File: src/rtl/seg7_pkg.sv
// Shared constants and types for the RGB level readout on the 4-digit 7-segment display.
package seg7_pkg;

  localparam logic [7:0] CH_R  = 8'h52;
  localparam logic [7:0] CH_G  = 8'h47;
  localparam logic [7:0] CH_B  = 8'h42;
  localparam logic [7:0] CH_SP = 8'h20;
  localparam logic [7:0] CH_0  = 8'h30;

  typedef enum logic [1:0] {
    CHAN_R    = 2'd0,
    CHAN_G    = 2'd1,
    CHAN_B    = 2'd2,
    CHAN_NONE = 2'd3
  } chan_e;

  typedef enum logic [1:0] {
    IDLE   = 2'd0,
    CONV   = 2'd1,
    COMMIT = 2'd2
  } state_e;

  function automatic logic [7:0] chan_letter(input chan_e c);
    case (c)
      CHAN_R:  return CH_R;
      CHAN_G:  return CH_G;
      CHAN_B:  return CH_B;
      default: return CH_SP;
    endcase
  endfunction

  function automatic logic [7:0] digit_char(input logic [3:0] d);
    return CH_0 + {4'd0, d};
  endfunction

endpackage

File: src/rtl/bin2bcd8.sv
// Sequential double-dabble: 8-bit binary to 3-digit BCD, one bit per cycle.
module bin2bcd8
  import seg7_pkg::*;
(
  input  logic        clk,
  input  logic        rst_n,
  input  logic        start,
  input  logic [7:0]  din,
  output logic        done,
  output logic [11:0] bcd
);

  logic [7:0]  shift_reg;
  logic [11:0] bcd_reg;
  logic [2:0]  cnt_reg;
  logic        run_reg;
  logic [7:0]  adj;

  // Only tens and ones need the add-3 step: hundreds never reaches 5 for 8-bit input.
  generate
    for (genvar gi = 0; gi < 2; gi++) begin : g_adj
      assign adj[gi*4 +: 4] = (bcd_reg[gi*4 +: 4] >= 4'd5) ? bcd_reg[gi*4 +: 4] + 4'd3
                                                            : bcd_reg[gi*4 +: 4];
    end
  endgenerate

  always_ff @(posedge clk or negedge rst_n) begin
    if (!rst_n) begin
      shift_reg <= '0;
      bcd_reg   <= '0;
      cnt_reg   <= '0;
      run_reg   <= 1'b0;
    end else if (start) begin
      shift_reg <= din;
      bcd_reg   <= '0;
      cnt_reg   <= '0;
      run_reg   <= 1'b1;
    end else if (run_reg) begin
      bcd_reg   <= {bcd_reg[10:8], adj, shift_reg[7]};
      shift_reg <= {shift_reg[6:0], 1'b0};
      cnt_reg   <= cnt_reg + 3'd1;
      if (cnt_reg == 3'd7) run_reg <= 1'b0;
    end
  end

  // Strobes during the cycle whose closing edge performs the final iteration.
  assign done = run_reg && (cnt_reg == 3'd7);
  assign bcd  = bcd_reg;

endmodule

File: src/rtl/seg7_rgb_scan.sv
// Converts a channel/level pair to a 4-char ASCII string and scans it across
// the four active-low anodes, one character per refresh slot.
module seg7_rgb_scan
  import seg7_pkg::*;
#(
  parameter int REFRESH_DIV = 50000
) (
  input  logic       clk,
  input  logic       rst_n,
  input  logic       load,
  input  logic [1:0] chan,
  input  logic [7:0] value,
  output logic       busy,
  output logic [7:0] ch,
  output logic [3:0] an
);

  localparam int DIV_W = (REFRESH_DIV > 2) ? $clog2(REFRESH_DIV) : 1;

  state_e      state_reg, state_next;
  chan_e       chan_reg;
  logic        start;
  logic        done;
  logic [11:0] bcd;
  logic [7:0]  txt_reg  [4];
  logic [7:0]  txt_next [4];
  logic [DIV_W-1:0] div_reg, div_next;
  logic [1:0]  idx_reg, idx_next;

  bin2bcd8 u_bin2bcd8 (
    .clk   (clk),
    .rst_n (rst_n),
    .start (start),
    .din   (value),
    .done  (done),
    .bcd   (bcd)
  );

  always_comb begin
    state_next = state_reg;
    start      = 1'b0;
    case (state_reg)
      IDLE: begin
        if (load) begin
          start      = 1'b1;
          state_next = CONV;
        end
      end
      CONV:    if (done) state_next = COMMIT;
      COMMIT:  state_next = IDLE;
      default: state_next = IDLE;
    endcase
  end

  always_ff @(posedge clk or negedge rst_n) begin
    if (!rst_n) begin
      state_reg <= IDLE;
      chan_reg  <= CHAN_R;
    end else begin
      state_reg <= state_next;
      if (start) chan_reg <= chan_e'(chan);
    end
  end

  assign busy = (state_reg != IDLE);

  // Leading-zero blanking: the ones digit is always shown.
  always_comb begin
    for (int i = 0; i < 4; i++) txt_next[i] = txt_reg[i];
    if (state_reg == COMMIT) begin
      txt_next[0] = chan_letter(chan_reg);
      txt_next[1] = (bcd[11:8] == 4'd0) ? CH_SP : digit_char(bcd[11:8]);
      txt_next[2] = (bcd[11:4] == 8'd0) ? CH_SP : digit_char(bcd[7:4]);
      txt_next[3] = digit_char(bcd[3:0]);
    end
  end

  generate
    for (genvar gi = 0; gi < 4; gi++) begin : g_txt
      always_ff @(posedge clk or negedge rst_n) begin
        if (!rst_n) txt_reg[gi] <= CH_SP;
        else        txt_reg[gi] <= txt_next[gi];
      end
    end
  endgenerate

  always_comb begin
    div_next = div_reg + DIV_W'(1);
    idx_next = idx_reg;
    if (div_reg == DIV_W'(REFRESH_DIV - 1)) begin
      div_next = '0;
      idx_next = idx_reg + 2'd1;
    end
  end

  // Outputs are built from the next-state index and text so a commit landing on
  // a slot boundary shows up in the new slot together with its anode.
  always_ff @(posedge clk or negedge rst_n) begin
    if (!rst_n) begin
      div_reg <= '0;
      idx_reg <= '0;
      an      <= 4'b0111;
      ch      <= CH_SP;
    end else begin
      div_reg <= div_next;
      idx_reg <= idx_next;
      an      <= ~(4'b1000 >> idx_next);
      ch      <= txt_next[idx_next];
    end
  end

endmodule

File: config.mk
export PLATFORM = sky130hd
export DESIGN_NAME = seg7_rgb_scan
export DESIGN_NICKNAME = d
export VERILOG_FILES = /design/src/rtl/seg7_pkg.sv /design/src/rtl/bin2bcd8.sv /design/src/rtl/seg7_rgb_scan.sv
export SDC_FILE = /design/constraint.sdc
export NUM_CORES = 1
export LEC_CHECK = 0
export CORE_UTILIZATION = 53
export DETAILED_ROUTE_END_ITERATION = 6
export PLACE_DENSITY_LB_ADDON = 0.1
export SLEW_MARGIN = 20
export SYNTH_ARGS = -nofsm -noshare
export SYNTH_HDL_FRONTEND = slang
export SYNTH_SLANG_ARGS = --single-unit
export TNS_END_PERCENT = 100
File: constraint.sdc
create_clock -name clk -period 2.1 [get_ports clk]
set_input_delay 0.315 -clock clk [delete_from_list [all_inputs] [get_ports clk]]
set_output_delay 0.315 -clock clk [all_outputs]
set_load 0.02 [all_outputs]
Word level (Yosys, flattened, before mapping)
Index checks and enable logic that the tools add are counted.

word-level totals
  bits in registers = 90
  bits of input ports = 13
  output and inout port bits = 13
  word-level logic and storage cells = 69

operators by class
  $add $sub $neg = 8
  $lt $le $gt $ge = 3
  eq/ne operators = 8
  shift-type cells = 1
  multiplexer cells = 25
  bitwise gates (word level) = 2
  reductions and logical operators = 8

operators with widths
  kind                   number
  $mux 32                1
  $mux 8                 4
  $mux 12                2
  $add 6x4->7 const A    3
  $pmux 7 s3             1
  $add 16x1->16 const B  1
  $bmux 8 s2             1
  $eq 16x16->1 const B   1
  $mux 16                1
  $mux 7                 2
  $add 4x2->4 const B    2
  $ge 4x3->1 const B     2
  $logic_not 8->1        1
  $mux 4                 2
  $mux 2                 3
  $mux 3                 2
  $mux 1                 5
  $eq 2x1->1 const B     2
  $eq 2x2->1 const B     2
  $logic_not 2->1        2
  $logic_not 4->1        1
  $ne 2x2->1 const B     2
  $not 4->4              1
  $pmux 2 s2             1
  other kinds (9)        10

Longest topological paths before layout
  word-level depth = 6
  depth in mapped cells = 8
  mapped depth without buffers = 7

Hierarchy
From an unflattened synthesis, not the netlist that was laid out.

unflattened totals
  cell total of the unflattened synthesis = 389
  area total of the unflattened synthesis = 4,172.8 µm²

by module, submodules not included
  module         instances  cells each  area each (µm²)  seq. area each (µm²)
  seg7_rgb_scan  1          270         2,932.8          1,661.6
  bin2bcd8       1          119         1,239.9          600.6

Least setup slack after synthesis
OpenSTA, ideal clock, no wires.

  path kind = reg2reg
  start = register div_reg[5]
  end = register ch[7]
  library setup time = 0.079 ns
  arrival = 2.048 ns
  data required time = 2.021 ns
  path slack = -0.028 ns
  stages on the path, launching flop included = 8
  path buffers = 1
  period minus slack after synthesis = 2.128 ns
  cell sequence = dfrtp_1 -> or4b_4 -> or4_4 -> buf_6 -> nor2_4 -> nor2_8 -> inv_4 -> mux2i_1

on the way
  longest elaborated chain between the ends = 6

RTL lines
  what                                       RTL line              RTL
  start: declaration                         seg7_rgb_scan.sv:27   logic [DIV_W-1:0] div_reg, div_next;
  start signal: assignment                   seg7_rgb_scan.sv:105  div_reg <= div_next;
  $eq 16x16->1                               seg7_rgb_scan.sv:90   if (div_reg == DIV_W'(REFRESH_DIV - 1)) begin
  $mux 2                                     seg7_rgb_scan.sv:90
  named net idx_next[0]                      seg7_rgb_scan.sv:28   logic [1:0] idx_reg, idx_next;
  $not 2->3 (not written as such)            seg7_rgb_scan.sv:108  ch <= txt_next[idx_next];
  $bmux 8 s2                                 seg7_rgb_scan.sv:108
  $mux 8 (not written as such) (2 in a row)  seg7_rgb_scan.sv:108
  end signal: assignment                     seg7_rgb_scan.sv:108
  end: declaration                           seg7_rgb_scan.sv:14   output logic [7:0] ch,

The timed path passes the listed nets, and every way through them passes these cells. The select of a mux whose other input is x is not followed.
A chain may end at the register's enable or synchronous reset.

Worst setup path in the final report
  start = register div_reg[4]
  end = register ch[7]

The elaborated chain is that of the path after synthesis.

==> impl_results.md <==
- Final Critical Period: approximately 2200 ps
- Total wire length after detailed routing: between 8 and 9 mm
- Achievable Freq: roughly 450 MHz
- Core Box Area: 0.007408 mm^2
- Number of failing setup endpoints in the final timing report: 10
- Floorplan die area: around 0.008 mm^2
- Via count of the first global-routing pass: about 3000
- Number of antenna diodes: 0
- Gpl congestion: 0.8388
- Max-capacitance violation count: 0
- Pwr Density: about 1100 mW/mm^2
- Die outline height: approximately 91 um
- Required time at the worst-slack endpoint: about 2400 ps
- Leak pwr: about 0.0025 uW
- Routed vias: roughly 2900
- Fin. max-slew vios: 0
- Number of flip-flops in the largest register: 32
- Sum of negative setup slack: -821.7 ps
- Arrival time at the worst endpoint: 2520 ps
- Post-synthesis register bit count: 90
- Transition time at the pin with the least slew margin: around 670 ps
- Routed vias/inst: approximately 5.4
- DIE WIDTH: ~91 um
- Global-route wire length before repair: between 10 and 15 mm
- Syn Nets: around 400
- Total number of placement rows: 31
- Post-synthesis cell type count: 53
- Latest clock arrival within the worst-skew pair: about 350 ps
- Initial cell density of the core: 0.5607
- Post-Synthesis Cells: between 300 and 400
- Port buffer count: 25
- Number of buffers created by CTS: 9
- Violation count after the first detailed-route iteration: 150
- Root buffer cell: sky130_fd_sc_hd__clkbuf_8
- Primary flip-flop cell chosen by synthesis mapping: sky130_fd_sc_hd__dfrtp_1
- Pin count of the biggest net entering global routing: 54
- Critical Path Source Type: flip-flop
- Crit path capture type: flip-flop
- DP Worst Slack: -108.8 ps
- Run status: finished, violations left
- DR pass1 iterations: 4
- Fraction of final layout cells sized beyond drive strength 1: 0.2032
- Share of the cycle needed by the critical path after routing: 1.068
- Util after Layout: 0.6789
- Growth of design area from synthesis to finish: 21.08%
- CTS Buffer Depth: 2
- Fill cell count: 558
- Number of enable flip-flop cells after synthesis: 0
- Max-slew headroom at the worst pin: 0.5555
- TritonCTS clock tree: built
- Routed wire per std cell: 14.82 um
- Count of yosys warnings during synthesis: 0
- Path type of the worst min-delay path: in -> async
- Violations in the final reports: negative hold slack, negative setup slack
- Post-route worst hold slack: -5.989 ps
- Final design area excluding fillers: 0.005030 mm^2
- Cell area after technology mapping: 0.004154 mm^2
- Fraction of the yosys area taken by sequential cells: 0.5446
- Smallest setup slack after layout: -142.7 ps
- DRC violation count after routing: 0
- Mean cell area of the mapped netlist: about 11 um^2
- Type of the worst setup path: reg -> reg
- Synth async-reset ratio: 1.000
- Boundary pin count: 26
- Area post-placement: 0.004706 mm^2
- Hold-fix buffer count after cts: 0
- Worst clock skew: 6.893 ps
- HPWL after detailed placement: around 5.6 mm
- Critical-path maximum fanout: 7
- # nets final: roughly 460
- All-layer global routing usage: 0.2156
- Clock transition at the registers of the reported paths: about 90 ps
- Number of levels in the clock H-tree: 3
- IR drop worst, VDD: between 0.6 and 0.7 mV
- Number of antenna violations at the first check in global routing: 0
- Unrepaired setup endpoints after global routing: yes
- Final antenna-violating net count: 0
- Leftover overflow at the end of global routing: 0
- Clock sink count: 90
- Number of hold violations in the final report: 3
- Power Total: between 5000 and 6000 uW
==> layout make-up <==
class / instances / area [um^2] / area share
repair buffers: 64 / 563.0 / 0.1119
flip-flops and latches: 90 / 2262 / 0.4498
clock inverters: 5 / 63.81 / 0.01269
inverters: 14 / 55.05 / 0.01095
well taps: 99 / 123.9 / 0.02463
multi-input cells: 259 / 1821 / 0.3619
clock buffers: 11 / 141.4 / 0.02811
==> layer usage <==
layer,global-route usage,part of all wire
met1,0.2941,0.47
met2,0.3434,0.47
met3,0.04798,0.036
met4,0.06989,0.019
met5,0,0
==> metrics by stage <==
stage          instances  hold WS, ps
2_1_floorplan        380        19.41
3_3_place_gp         519        395.1
3_5_place_dp         519        398.0
4_1_cts              538        13.55
5_1_grt              542        34.07
6_report             542       -5.989
==> where the power goes <==
part	internal [uW]	switching (uW)
combinational	795	860
sequential	2210	275
clock	589	611
==> layout by cell type, fill, tap and decap left out, types with 3 or more instances in the layout <==
cell / n
sky130_fd_sc_hd__a211oi_1: 5
sky130_fd_sc_hd__xnor2_1: 10
sky130_fd_sc_hd__nand3_1: 9
sky130_fd_sc_hd__and3b_1: 4
sky130_fd_sc_hd__mux2i_1: 31
sky130_fd_sc_hd__clkdlybuf4s50_1: 23
sky130_fd_sc_hd__buf_6: 3
sky130_fd_sc_hd__nand4_1: 3
sky130_fd_sc_hd__nor2_1: 30
sky130_fd_sc_hd__and3_1: 5
sky130_fd_sc_hd__inv_1: 13
sky130_fd_sc_hd__a21o_1: 7
sky130_fd_sc_hd__mux2_2: 5
sky130_fd_sc_hd__ha_1: 8
sky130_fd_sc_hd__and2_1: 9
sky130_fd_sc_hd__dfstp_2: 8
sky130_fd_sc_hd__xor2_1: 6
sky130_fd_sc_hd__a21oi_1: 8
sky130_fd_sc_hd__nand2b_1: 11
sky130_fd_sc_hd__o21ai_0: 16
sky130_fd_sc_hd__nand2_1: 39
sky130_fd_sc_hd__clkbuf_8: 10
sky130_fd_sc_hd__nor3_1: 5
sky130_fd_sc_hd__nand3b_1: 3
sky130_fd_sc_hd__nor4_1: 3
sky130_fd_sc_hd__dfrtp_1: 82
sky130_fd_sc_hd__clkinv_4: 3
sky130_fd_sc_hd__buf_4: 36
==> path summary, 6_finish.rpt <==
path | endpoint | startpoint | depth (start not counted) | slack (ps)
max in group asynchronous | txt_reg[4] | rst_n | 2 | 1490
worst min register to register | div_reg[0] | div_reg[0] | 1 | 470
worst min-delay path | txt_reg[23] | rst_n | 1 | -6
min in group clk | div_reg[0] | div_reg[0] | 1 | 470
worst max register to register | ch[7] | div_reg[4] | 7 | -140
worst max-delay path | ch[7] | div_reg[4] | 7 | -140
==> worst max-delay path, cell delays in order, from the launching register on <==
cell and delay (ps):
sky130_fd_sc_hd__dfrtp_1 390, sky130_fd_sc_hd__or4b_4 570, sky130_fd_sc_hd__or4_4 580, sky130_fd_sc_hd__buf_6 140, sky130_fd_sc_hd__nor2_4 170, sky130_fd_sc_hd__nor2_8 80
sky130_fd_sc_hd__inv_4 70, sky130_fd_sc_hd__mux2i_1 170
==> logic make-up after synthesis <==
logic type	count (synthesis)	synth area share
flops	90	0.5446
simple gates	147	0.1943
compound gates	50	0.07741
buf+inv	31	0.03133
xor+xnor	17	0.03765
mux	37	0.09066
fa+ha+maj	8	0.02410
==> cells in the mapped netlist, types with 6 or more instances <==
| cell type | instances | share of area |
|---|---|---|
| sky130_fd_sc_hd__nand2_1 | 41 | 0.037 |
| sky130_fd_sc_hd__o21ai_0 | 16 | 0.019 |
| sky130_fd_sc_hd__mux2i_1 | 32 | 0.077 |
| sky130_fd_sc_hd__inv_1 | 13 | 0.012 |
| sky130_fd_sc_hd__nor2_1 | 31 | 0.028 |
| sky130_fd_sc_hd__ha_1 | 8 | 0.024 |
| sky130_fd_sc_hd__dfrtp_1 | 82 | 0.49 |
| sky130_fd_sc_hd__a21o_1 | 7 | 0.013 |
| sky130_fd_sc_hd__xnor2_1 | 10 | 0.021 |
| sky130_fd_sc_hd__nand2b_1 | 11 | 0.017 |
| sky130_fd_sc_hd__xor2_1 | 6 | 0.013 |
| sky130_fd_sc_hd__a21oi_1 | 8 | 0.0096 |
| sky130_fd_sc_hd__and2_1 | 9 | 0.014 |
| sky130_fd_sc_hd__clkbuf_1 | 11 | 0.0099 |
| sky130_fd_sc_hd__dfstp_2 | 8 | 0.051 |
| sky130_fd_sc_hd__nand3_1 | 10 | 0.012 |
| sky130_fd_sc_hd__nor3_1 | 7 | 0.0084 |
==> what timing repair did <==
item                       in CTS  in global routing
buffers inserted                3                  4
setup endpoints to repair      11                 12
pin swaps                       5                  7
resized for setup               5                  9
No activity file was read; power rests on OpenSTA's default activity.
